==> src/rtl/boot_pkg.sv <==
// Shared types and constants for the MIPS program loader.
// BOOT_CHECKSUM_EN adds the trailing XOR checksum state.
package boot_pkg;

  localparam int unsigned LEN_BYTES      = 2;
  localparam int unsigned BYTES_PER_WORD = 4;

`ifdef BOOT_CHECKSUM_EN
  typedef enum logic [2:0] {
    S_LEN_LO = 3'd0,
    S_LEN_HI = 3'd1,
    S_DATA   = 3'd2,
    S_CHK    = 3'd3,
    S_DONE   = 3'd4,
    S_ERR    = 3'd5
  } boot_state_t;
`else
  typedef enum logic [2:0] {
    S_LEN_LO = 3'd0,
    S_LEN_HI = 3'd1,
    S_DATA   = 3'd2,
    S_DONE   = 3'd4,
    S_ERR    = 3'd5
  } boot_state_t;
`endif

  function automatic logic [31:0] word_addr(input logic [31:0] idx);
    return idx * BYTES_PER_WORD;
  endfunction

endpackage

==> src/rtl/word_packer.sv <==
// Packs a little-endian byte stream into 32-bit words; word_valid is
// asserted combinationally alongside the byte that completes a word.
module word_packer
  import boot_pkg::*;
(
  input  logic        clk,
  input  logic        rst,
  input  logic        byte_valid,
  input  logic [7:0]  byte_data,
  output logic        word_valid,
  output logic [31:0] word
);

  logic [1:0]  cnt;
  logic [31:0] shreg;

  always_ff @(posedge clk or negedge rst) begin
    if (!rst) begin
      cnt   <= '0;
      shreg <= '0;
    end else if (byte_valid) begin
      cnt                       <= cnt + 2'd1;
      shreg[{cnt, 3'b000} +: 8] <= byte_data;
    end
  end

  // The completing byte bypasses the register so the word is ready on the accept edge.
  always_comb begin
    word_valid = byte_valid && (cnt == 2'(BYTES_PER_WORD - 1));
    word       = {byte_data, shreg[23:0]};
  end

endmodule

==> src/rtl/boot_loader.sv <==
// Byte-stream program loader: writes N words to instruction memory and holds
// the core in reset until complete. BOOT_CHECKSUM_EN enables the XOR trailer.
module boot_loader
  import boot_pkg::*;
#(
  parameter int DEPTH = 256,
  parameter int AW    = 8
) (
  input  logic        clk,
  input  logic        rst,
  input  logic        in_valid,
  input  logic [7:0]  in_data,
  output logic        in_ready,
  output logic        imem_we,
  output logic [31:0] imem_addr,
  output logic [31:0] imem_wdata,
  output logic        core_hold,
  output logic        done,
  output logic        error
);

  boot_state_t state, state_nx;
  logic [7:0]  len_lo;
  logic [15:0] len16;
  logic [AW:0] n_words;
  logic [AW:0] w;
  logic        done_q;
  logic        done_set;
  logic        accept;
  logic        len_over;
  logic        len_zero;
  logic        last_word;
  logic        byte_valid;
  logic        word_valid;
  logic [31:0] word;
`ifdef BOOT_CHECKSUM_EN
  logic [7:0]  csum;
`endif

  always_comb begin
    in_ready   = (state != S_DONE) && (state != S_ERR);
    accept     = in_valid && in_ready;
    len16      = {in_data, len_lo};
    len_zero   = (len16 == 16'd0);
    len_over   = (32'(len16) > 32'(DEPTH));
    last_word  = ((w + (AW+1)'(1)) == n_words);
    byte_valid = accept && (state == S_DATA);
  end

  word_packer u_packer (
    .clk       (clk),
    .rst       (rst),
    .byte_valid(byte_valid),
    .byte_data (in_data),
    .word_valid(word_valid),
    .word      (word)
  );

  always_comb begin
    state_nx = state;
    done_set = 1'b0;
    case (state)
      S_LEN_LO: if (accept) state_nx = S_LEN_HI;
      S_LEN_HI: begin
        if (accept) begin
          if (len_over) begin
            state_nx = S_ERR;
          end else if (len_zero) begin
`ifdef BOOT_CHECKSUM_EN
            state_nx = S_CHK;
`else
            state_nx = S_DONE;
            done_set = 1'b1;
`endif
          end else begin
            state_nx = S_DATA;
          end
        end
      end
      S_DATA: begin
        if (word_valid && last_word) begin
`ifdef BOOT_CHECKSUM_EN
          state_nx = S_CHK;
`else
          state_nx = S_DONE;
`endif
        end
      end
`ifdef BOOT_CHECKSUM_EN
      S_CHK: begin
        if (accept) begin
          if (in_data == csum) begin
            state_nx = S_DONE;
            done_set = 1'b1;
          end else begin
            state_nx = S_ERR;
          end
        end
      end
`endif
      default: ;
    endcase
  end

  always_ff @(posedge clk or negedge rst) begin
    if (!rst) begin
      state      <= S_LEN_LO;
      len_lo     <= '0;
      n_words    <= '0;
      w          <= '0;
      imem_we    <= 1'b0;
      imem_addr  <= '0;
      imem_wdata <= '0;
      done_q     <= 1'b0;
    end else begin
      state   <= state_nx;
      imem_we <= word_valid;
      // Entering S_DONE from the payload defers done until after the final write.
      done_q  <= done_q || done_set || (state == S_DONE);
      if (accept && (state == S_LEN_LO)) len_lo <= in_data;
      if (accept && (state == S_LEN_HI)) n_words <= (AW+1)'(len16);
      if (word_valid) begin
        w          <= w + (AW+1)'(1);
        imem_addr  <= word_addr(32'(w));
        imem_wdata <= word;
      end
    end
  end

`ifdef BOOT_CHECKSUM_EN
  always_ff @(posedge clk or negedge rst) begin
    if (!rst) csum <= '0;
    else if (byte_valid) csum <= csum ^ in_data;
  end
`endif

  always_comb begin
    done      = done_q;
    core_hold = !done_q;
    error     = (state == S_ERR);
  end

endmodule

==> config.mk <==
export PLATFORM = sky130hd
export DESIGN_NAME = boot_loader
export DESIGN_NICKNAME = d
export VERILOG_FILES = /design/src/rtl/boot_pkg.sv /design/src/rtl/word_packer.sv /design/src/rtl/boot_loader.sv
export SDC_FILE = /design/constraint.sdc
export NUM_CORES = 1
export LEC_CHECK = 0
export BUFFER_PORTS_ARGS = -buffer_cell sky130_fd_sc_hd__buf_4
export CAP_MARGIN = 15
export CORE_MARGIN = 2
export CORE_UTILIZATION = 30
export CTS_CLUSTER_SIZE = 16
export DETAILED_ROUTE_END_ITERATION = 10
export REMOVE_ABC_BUFFERS = 1
export SLEW_MARGIN = 20
export SYNTH_ARGS = -nofsm -noshare
export SYNTH_HDL_FRONTEND = slang
export SYNTH_HIERARCHICAL = 1
export SYNTH_SLANG_ARGS = --single-unit
export TNS_END_PERCENT = 10
==> constraint.sdc <==
create_clock -name clk -period 3.7 [get_ports clk]
set_input_delay 0 -clock clk [delete_from_list [all_inputs] [get_ports clk]]
set_output_delay 0 -clock clk [all_outputs]
set_load 0.05 [all_outputs]
==> summary.md, run 1 <==
| Metric | Value |
|---|---|
| TritonCTS Sinks | 98 |
| Final Slew Violations | 0 |
| Residual DRC count | 0 |
| CP max stage delay | 0.50 ns |
| WL per Instance | 15.7 microns |
| Mapped Cells | 357 |
| CTS Buf Count | 9 |
| Hold_ws | 0.0890 ns |
| Crit-path max FO | 48 |
| Crit start category | flip-flop |
| CTS tree | built |
| Post_cts resized | 0 |
| Top post-synthesis cells by area | dfrtp_1 55%, mux2_2 15%, buf_4 5.5% |
| Cells along the critical path | nor2_1 -> and3_1 -> buf_4 -> and2_2 -> buf_4 -> nand4_1 -> nor2_1 -> xor2_1 |
| Root Buffer | clkbuf_16 |
| H-Tree Depth | 3 |
| Leakage power | 0.00258 uW |
| Setup WS pre-CTS | 1.26 ns |
| Sequential share of the synthesized area | 54.6% |
| Final core occ | 36.7% |
| Clock input transition at the sequential cells of the worst setup and hold paths | 0.06 ns |
| CTS Buffer Depth | 2 |
| Layout cell share with drive strength beyond 1 | 33.8% |
| Number of vias per cell | 4.70 |
| Die width | 126 microns |
| Core box area | 0.0146 sq mm |
| Worst clock skew | 0.00635 ns |
| Final Hold Viols | 0 |
| Ys async rst share | 100% |
| Worst-Margin Slew | 0.853 ns |
| Pwr dens | 425 mW/mm^2 |
| Most common cell after layout, fill and taps aside | dfrtp_1 |
| Max rail drop VDD | 0.000195 V |
| Mean Syn Cell Area | 12.6 sq um |
| Via count | 2813 |
| Yosys reg bits | 98 |
| Drt total wl | 9370 microns |
| Setup TNS | 0 ns |
| RePlAce Congestion | 0.788 |
| Worst min-delay path class | input port to flip-flop |
| Commonest non-fill, non-tap cells in the layout | 98 x dfrtp_1, 60 x buf_4, 59 x mux2_2 |
| Row count | 44 |
| Crit path DAT | 2.69 ns |
| Vias in the first global route | 2931 |
| IO Port Bufs | 56 |
| Antenna-violating nets left | 0 |
| Area share of the largest cell type after synthesis | 54.6% |
| Main synth FF type | dfrtp_1 |
| Slew margin rel. | 43.1% |
| Period utilization | 65.7% |
| MaxCap Viol Count | 0 |
| GRT overflow | 0 |
| Yosys cell types | 42 |
| P&R area growth vs syn | 19.3% |
| RSZ-0062 raised after global routing | no |
| Boundary Pins | 80 |
| Req. time, crit path | 3.96 ns |
| First-pass GRT wire length | 15600 microns |
| Worst-skew pair later-pin latency | 0.34 ns |
| 1st-pass router iterations | 4 |
| Post-synth EDFFs | 0 |
| Setup CP Type | flip-flop to flip-flop |
| Post-layout min period | 2.43 ns |
| Synth Warn # | 6 |
| Drt first-iter violations | 115 |
| Post-DP HPWL | 6270 microns |
| Max Clk Rate | 411 MHz |
| GRT Overall Usage | 12.3% |
| Initial Utilization | 30.8% |
| CP max-delay cell | buf_4 |
| Initial antenna violation count | 0 |
| Total power | 2280 uW |
| Die Ht | 126 microns |
| Die ar. | 0.0160 sq mm |
| Diodes inserted | 0 |
| Synth Cell Area | 0.00450 sq mm |
| Pin count of the biggest net entering global routing | 70 |
| Endpoint class of the critical path | flip-flop |
| Final Setup Violations | 0 |
| Final worst slack | 1.27 ns |
| Status | finished clean |
| Final net count | 426 |
| Area leader, netlist | dfrtp_1 |
## synth_stat cells (2+ instances only)
| master | number |
|---|---|
| a21oi_1 | 3 |
| a32o_1 | 8 |
| buf_2 | 7 |
| buf_4 | 33 |
| buf_6 | 3 |
| clkbuf_1 | 6 |
| dfrtp_1 | 98 |
| ha_1 | 6 |
| inv_1 | 8 |
| mux2_2 | 59 |
| nand2_1 | 11 |
| nand2b_1 | 2 |
| nand3_1 | 25 |
| nand4_1 | 2 |
| nor2_1 | 11 |
| nor2b_1 | 2 |
| nor4_1 | 5 |
| o21ai_0 | 3 |
| o2bb2ai_1 | 16 |
| o31ai_1 | 2 |
| or3b_1 | 2 |
| or4_1 | 3 |
| xnor2_1 | 15 |
| xor2_1 | 9 |
## area by class of cell
cell class                 count  area (sq um)
fill                        1438          9230
tap                          184           230
timing repair buffer          69           541
clock inverter                 4          97.6
multi-input combinational    223          1750
inverter                       8          30.0
sequential                    98          2450
clock buffer                  12           256
## per-stage QoR
stage | cell area (sq um) | cells
after detailed placement | 4920 | 573
after floorplan | 4240 | 329
after global routing | 5360 | 598
after CTS | 5360 | 598
after global placement | 4920 | 573
final | 5360 | 598
## worst paths after layout
path                              startpoint                 to  slack (ns)  cells past startpoint
max                                 state[2]               w[5]        1.27                      8
min                                 in_valid           state[2]        0.09                      3
max reg2reg                         state[2]               w[5]        1.27                      8
min reg2reg                u_packer/shreg[3]  u_packer/shreg[3]        0.49                      1
max in group asynchronous                rst         n_words[0]        2.44                      3
min in group asynchronous                rst            imem_we        0.31                      2
## state kept, by name, summed over array words and instances (netlist names)
register	count
imem_we	1
u_packer/cnt	2
imem_addr	9
u_packer/shreg	24
imem_wdata	32
done	1
state	3
n_words	9
w	9
len_lo	8
## critical path, delay by kind of cell (launching register included)
kind	cells	cell delay, ns
DFF	1	0.44
buffers and inverters	2	0.76
xor gates and xnor gates	1	0.17
and+or+nand+nor	5	0.96
## repair_timing
action / 4_1_cts / 5_1_grt
hold buffers: 9 / 0
hold endpoints to repair: 103 / 0
buffers inserted: 0 / 0
## logic make-up after synthesis
kind of cell,synth area share [%]
flops,54.6
simple gates,9.35
mux,14.8
buf+inv,8.29
compound gates,6.60
xor+xnor,4.68
fa+ha+maj,1.67
other cells,0.0834
## routing by layer
metal / GRT usage [%] / vias up / share of wire [%]
met1: 15.9 / 1417 / 47
met2: 19.9 / 61 / 48
met5: 0 / - / 0
met4: 5.17 / 0 / 2.0
li1: - / 1320 / -
met3: 2.74 / 15 / 3.3
## where the power goes
| part | internal, uW | switching, uW |
|---|---|---|
| logic | 20.4 | 90.0 |
| clock network | 698 | 390 |
| registers | 1080 | 4.03 |
(Power assumes the default switching activity.)
==> run 2, diff against run 1 <==
Clock period 3.7 ns to 2.5 ns, I/O delays scaled along.
==> summary.md, run 2 (synthesized netlist as in run 1, its figures left out) <==
| Metric | Value |
|---|---|
| Max reg flops | 32 (unchanged) |
| Worst-skew pair later-pin latency | 0.35 ns (about the same) |
| Via count | 2805 (-0.28%) |
| Pwr dens | 596 mW/mm^2 (+40%) |
| Worst min-delay path class | input port to flip-flop |
| Worst Path Buf+Inv | 0 (-2) |
| Final Slew Violations | 0 (unchanged) |
| Core box area | 0.0146 sq mm (unchanged) |
| Die ar. | 0.0160 sq mm (unchanged) |
| Post-CTS Setup Bufs | 0 (unchanged) |
| Number of vias per cell | 4.68 (-0.62%) |
| Commonest non-fill, non-tap cells in the layout | 98 x dfrtp_1, 62 x buf_4, 59 x mux2_2 |
| Boundary Pins | 80 (unchanged) |
| Post_cts resized | 0 (unchanged) |
| Row count | 44 (unchanged) |
| H-Tree Depth | 3 (unchanged) |
| TritonCTS Sinks | 98 (unchanged) |
| Initial antenna violation count | 0 (unchanged) |
| Final Setup Violations | 0 (unchanged) |
| Root Buffer | clkbuf_16 |
| CP top delay family | simple AND/OR/NAND/NOR gates |
| R2R Path Start | w[0] |
| CP max-delay cell | or4_1 |
| First-pass GRT wire length | 15200 microns (-2.4%) |
| Status | finished clean |
| Crit-path max FO | 8 (-83%) |
| Endpoint class of the critical path | flip-flop |
| Post-layout min period | 2.33 ns (-0.104 ns) |
| Worst Hold End | state[2] |
| Vias in the first global route | 2815 (-4.0%) |
| IO Port Bufs | 56 (unchanged) |
| Pin count of the biggest net entering global routing | 55 (-21%) |
| Cells along the critical path | ha_1 -> nand3_2 -> or3b_1 -> nand3_1 -> a21oi_1 -> or4_1 -> o311ai_1 |
| Final net count | 428 (+0.47%) |
| Largest regs | imem_wdata: 32 flops, u_packer/shreg: 24 flops |
| Layout cell share with drive strength beyond 1 | 34.1% (+0.32 points) |
| R2r endpoint | state[2] |
| Antenna-violating nets left | 0 (unchanged) |
| Initial Utilization | 30.8% (unchanged) |
| MaxCap Viol Count | 0 (unchanged) |
| Max Clk Rate | 430 MHz (+4.5%) |
| CP max stage delay | 0.54 ns (+0.04 ns) |
| Worst-Margin Slew | 0.688 ns (-0.165 ns) |
| Slew margin rel. | 54.1% (+11 points) |
| Hold Path Stages | 3 (unchanged) |
| Die Ht | 126 microns (unchanged) |
| Req. time, crit path | 2.75 ns (-1.21 ns) |
| Drt total wl | 9200 microns (-1.8%) |
| Post-DP HPWL | 6350 microns (+1.2%) |
| R2R Setup Slk | 0.17 ns (-1.10 ns) |
| Crit start category | flip-flop |
| Post-Place Cells | 575 (+0.35%) |
| Most common cell after layout, fill and taps aside | dfrtp_1 |
| WL per Instance | 15.3 microns (-2.2%) |
| GRT Overall Usage | 12.2% (-0.14 points) |
| Fin cells | 600 (+0.33%) |
| Diodes inserted | 0 (unchanged) |
| Worst clock skew | 0.0114 ns (+0.00501 ns) |
| Setup CP Type | flip-flop to flip-flop |
| CTS Buf Count | 9 (unchanged) |
| RSZ-0062 raised after global routing | no |
| GRT overflow | 0 (unchanged) |
| Final core occ | 36.5% (-0.22 points) |
| Clock input transition at the sequential cells of the worst setup and hold paths | 0.07 ns (about the same) |
| Crit path DAT | 2.57 ns (-0.12 ns) |
| Max rail drop VDD | 0.000398 V (+100%) |
| Final Hold Viols | 0 (unchanged) |
| RePlAce Congestion | 0.809 (+2.6%) |
| Leakage power | 0.00257 uW (-0.50%) |
| CTS tree | built |
| Period utilization | 93.1% (+27 points) |
| P&R area growth vs syn | 18.5% |
| Residual DRC count | 0 (unchanged) |
| CTS Buffer Depth | 2 (unchanged) |
| Die width | 126 microns (unchanged) |
| Top reg by flops | imem_wdata |
| FF-to-FF path depth | 7 (-1) |
| Drt first-iter violations | 105 (-8.7%) |
| Hold wc startpoint | in_valid |
| 1st-pass router iterations | 4 (unchanged) |
run 2: cell types whose count changed in the layout (fill, tap and decap cells not counted):
| cell | before | now |
|---|---|---|
| clkinv_4 | 0 | 3 |
| buf_4 | 60 | 62 |
| bufinv_16 | 3 | 1 |
| clkbuf_8 | 2 | 1 |
run 2: worst max path at each step:
stage,start,end,slack [ns],depth (start not counted)
6_report,w[0],state[2],0.17,7
5_1_grt,w[0],state[2],0.02,7
4_1_cts,w[0],state[2],0.15,7
3_5_place_dp,w[0],state[2],0.17,7
3_3_place_gp,w[0],state[2],0.29,7
2_1_floorplan,state[2],state[2],-0.91,8
run 2: repair_timing:
item | in CTS | in global routing
endpoints found under the setup margin | 0 | 0
endpoints found under the hold margin | 87 | 0
hold buffers | 9 | 0
run 2: layer usage:
layer | vias to the layer above | part of all wire (%) | global-route usage [%]
met1 | 1411 | 48 | 16.0
met2 | 59 | 47 | 19.3
met3 | 12 | 3.7 | 2.91
li1 | 1323 | - | -
met5 | - | 0 | 0
met4 | 0 | 1.6 | 4.91
run 2: report_power, final:
group / switching (uW) / total [uW] / internal (uW) / leakage [uW]
logic: 134 / 165 / 31.3 / 0.00108
registers: 5.57 / 1600 / 1590 / 0.00134
clock network: 604 / 1410 / 808 / 0.000146
total: 744 / 3180 / 2430 / 0.00257
run 2: final cells by class:
cell class              count  area [sq um]
well taps                 184           230
fillers                  1447          9260
multi-input cells         223          1750
clock inverters             5          63.8
clock buffers              11           243
inverters                   8          30.0
flip-flops and latches     98          2450
repair buffers             71           556
run 2: worst register-to-register path, delay by kind of cell (launching register included):
kind | cells | cell delay (ns)
fa+ha+maj | 1 | 0.40
compound gates | 2 | 0.18
simple gates | 4 | 1.15
flops | 1 | 0.50
run 2: stage by stage:
stage	TNS, ns	area (sq um)	power, uW	worst slack, ns	hold slack (ns)
2_1_floorplan	-19.78	4240	1720	-0.906	-0.296
3_3_place_gp	0	4930	1780	0.294	0.0774
3_5_place_dp	0	4930	1790	0.172	0.0879
4_1_cts	0	5330	3230	0.152	0.0463
5_1_grt	0	5330	3300	0.0171	0.0774
6_report	0	5330	3180	0.172	0.0593
==> run 3, diff against run 2 <==
Settings changed: CORE_MARGIN 2 to unset.
==> summary.md, run 3 (synthesized netlist as in run 1, its figures left out) <==
| Metric | Value |
|---|---|
| Commonest non-fill, non-tap cells in the layout | 98 x dfrtp_1, 60 x buf_4, 59 x mux2_2 |
| Final worst slack | 0.164 ns (-0.00748 ns) |
| CP max stage delay | 0.54 ns (about the same) |
| Max Clk Rate | 428 MHz (-0.32%) |
| IO Port Bufs | 56 (unchanged) |
| Post-layout min period | 2.34 ns (+0.00748 ns) |
| GRT overflow | 0 (unchanged) |
| Sw frac | 23.7% (+0.31 points) |
| Hold_ws | 0.0533 ns (-0.00598 ns) |
| P&R area growth vs syn | 18.4% |
| Period utilization | 93.4% (+0.30 points) |
| Pin count of the biggest net entering global routing | 57 (+3.6%) |
| RePlAce Congestion | 0.778 (-3.8%) |
| Cells along the critical path | ha_1 -> nand3_2 -> or3b_1 -> nand3_1 -> a21oi_1 -> or4_1 -> o311ai_1 |
| Worst-skew pair later-pin latency | 0.35 ns (about the same) |
| CP top delay family | simple AND/OR/NAND/NOR gates |
| CTS tree | built |
| Via count | 2826 (+0.75%) |
| # fillers | 1431 (-1.1%) |
| Top Metal Used | met4 |
| CP max-delay cell | or4_1 |
| First-pass GRT wire length | 15500 microns (+1.9%) |
| GRT Overall Usage | 12.8% (+0.65 points) |
| R2r endpoint | state[2] |
| Root Buffer | clkbuf_16 |
| Pwr dens | 592 mW/mm^2 (-0.71%) |
| Residual DRC count | 0 (unchanged) |
| Top reg by flops | imem_wdata |
| Largest regs | imem_wdata: 32 flops, u_packer/shreg: 24 flops |
| P_sw | 747 uW (+0.51%) |
| Worst Path Buf+Inv | 0 (unchanged) |
| Slew margin rel. | 48.5% (-5.6 points) |
| Row count | 44 (unchanged) |
| Drt total wl | 9320 microns (+1.3%) |
| Antenna-violating nets left | 0 (unchanged) |
| Met3 Wirelength | 280 microns (-18%) |
| Status | finished clean |
| Drt first-iter violations | 128 (+22%) |
| Clock input transition at the sequential cells of the worst setup and hold paths | 0.07 ns (about the same) |
| Total power | 3150 uW (-0.82%) |
| H-Tree Depth | 3 (unchanged) |
| Initial Utilization | 30.8% (unchanged) |
| Max rail drop VDD | 0.000235 V (-41%) |
| Final net count | 427 (-0.23%) |
| R2R Setup Slk | 0.16 ns (about the same) |
| Crit-path max FO | 8 (unchanged) |
| Clock power share | 44.0% (-0.5 points) |
| Post_cts resized | 0 (unchanged) |
| Comb power frac | 5.3% (about the same) |
| Final core occ | 36.5% (-0.043 points) |
| Setup WS pre-CTS | 0.178 ns (+0.00588 ns) |
| Seq pwr share | 50.7% (+0.4 points) |
| Die Ht | 124 microns (-1.6%) |
| Final Setup Violations | 0 (unchanged) |
| CTS Buf Count | 9 (unchanged) |
| Most common cell after layout, fill and taps aside | dfrtp_1 |
| Number of vias per cell | 4.72 (+0.92%) |
| Fin cells | 599 (-0.17%) |
| WL per Instance | 15.6 microns (+1.5%) |
| Met2 Wirelength | 4490 microns (+4.4%) |
| Internal | 2400 uW (-1.2%) |
| M1 wire length | 4370 microns (-0.79%) |
| Final Slew Violations | 0 (unchanged) |
| MaxCap Viol Count | 0 (unchanged) |
| RSZ-0062 raised after global routing | no |
| Initial antenna violation count | 0 (unchanged) |
| Critical Path Stages | 7 (unchanged) |
| Worst setup endpoint | state[2] |
| Endpoint class of the critical path | flip-flop |
| R2R Path Start | w[0] |
| Setup CP Type | flip-flop to flip-flop |
| Leakage power | 0.00256 uW (-0.43%) |
| Worst min-delay path class | input port to flip-flop |
| Req. time, crit path | 2.75 ns (about the same) |
| Post-DP HPWL | 6340 microns (about the same) |
| FF-to-FF path depth | 7 (unchanged) |
| Core box area | 0.0146 sq mm (unchanged) |
| Max reg flops | 32 (unchanged) |
| Die width | 124 microns (-1.6%) |
| Boundary Pins | 80 (unchanged) |
| Layout cell share with drive strength beyond 1 | 34.0% (-0.16 points) |
| 1st-pass router iterations | 4 (unchanged) |
| Final Hold Viols | 0 (unchanged) |
| Worst-Margin Slew | 0.772 ns (+0.0843 ns) |
| CTS Buffer Depth | 2 (unchanged) |
| Die ar. | 0.0155 sq mm (-3.1%) |
| Vias in the first global route | 2852 (+1.3%) |
| Crit start category | flip-flop |
| Worst clock skew | 0.00921 ns (-0.00215 ns) |
| CP startpoint | w[0] |
| Diodes inserted | 0 (unchanged) |
| Post-Place Cells | 574 (-0.17%) |
| TritonCTS Sinks | 98 (unchanged) |
| Crit path DAT | 2.59 ns (+0.02 ns) |
-- run 3: cell count changes in the layout (fill, tap and decap cells not counted), sizes merged --
cell / change
clkbuf: -1
inv: +1
clkinv: -2
clkinvlp: +2
buf: -1
-- run 3: per-stage QoR --
stage,cell area (sq um),setup TNS [ns]
2_1_floorplan,4240,-19.78
3_3_place_gp,4940,0
3_5_place_dp,4940,0
4_1_cts,5320,0
5_1_grt,5320,0
6_report,5320,0
-- run 3: worst min-delay path, stage by stage --
cell and delay (ns):
buf_4 0.12, nand2b_1 0.12, o311ai_1 0.11
-- run 3: power by group through the flow --
stage          logic (uW)  clock network (uW)  registers, uW
6_report              167                1380           1600
5_1_grt               181                1500           1600
4_1_cts               171                1440           1600
3_5_place_dp          160                   0           1630
3_3_place_gp          157                   0           1630
2_1_floorplan        89.0                   0           1630
-- run 3: final cells by class --
cell class	count	area, sq um	share of cell area, %
inverter	8	30.0	0.564
clock inverter	6	66.3	1.25
timing repair buffer	70	561	10.5
sequential	98	2450	46.1
tap	184	230	4.33
clock buffer	10	229	4.30
multi-input combinational	223	1750	33.0
-- run 3: worst min-delay path by stage --
| stage | startpoint | to | slack [ns] | cells after the start |
|---|---|---|---|---|
| 3_3_place_gp | rst | imem_we | 0.12 | 1 |
| 5_1_grt | in_valid | state[2] | 0.06 | 3 |
| 3_5_place_dp | rst | imem_we | 0.13 | 1 |
| 6_report | in_valid | state[2] | 0.05 | 3 |
| 2_1_floorplan | rst | done | -0.30 | 0 |
| 4_1_cts | in_valid | state[2] | 0.04 | 3 |
-- run 3: metal layers --
| layer | vias up | GRT usage (%) |
|---|---|---|
| li1 | 1321 | - |
| met1 | 1441 | 16.8 |
| met4 | 0 | 5.95 |
| met2 | 53 | 20.1 |
| met5 | - | 0 |
| met3 | 11 | 2.79 |
-- run 3: timing repair --
| item | in CTS | in global routing |
|---|---|---|
| hold buffers | 9 | 0 |
| buffers inserted | 0 | 0 |
| endpoints found under the hold margin | 90 | 0 |
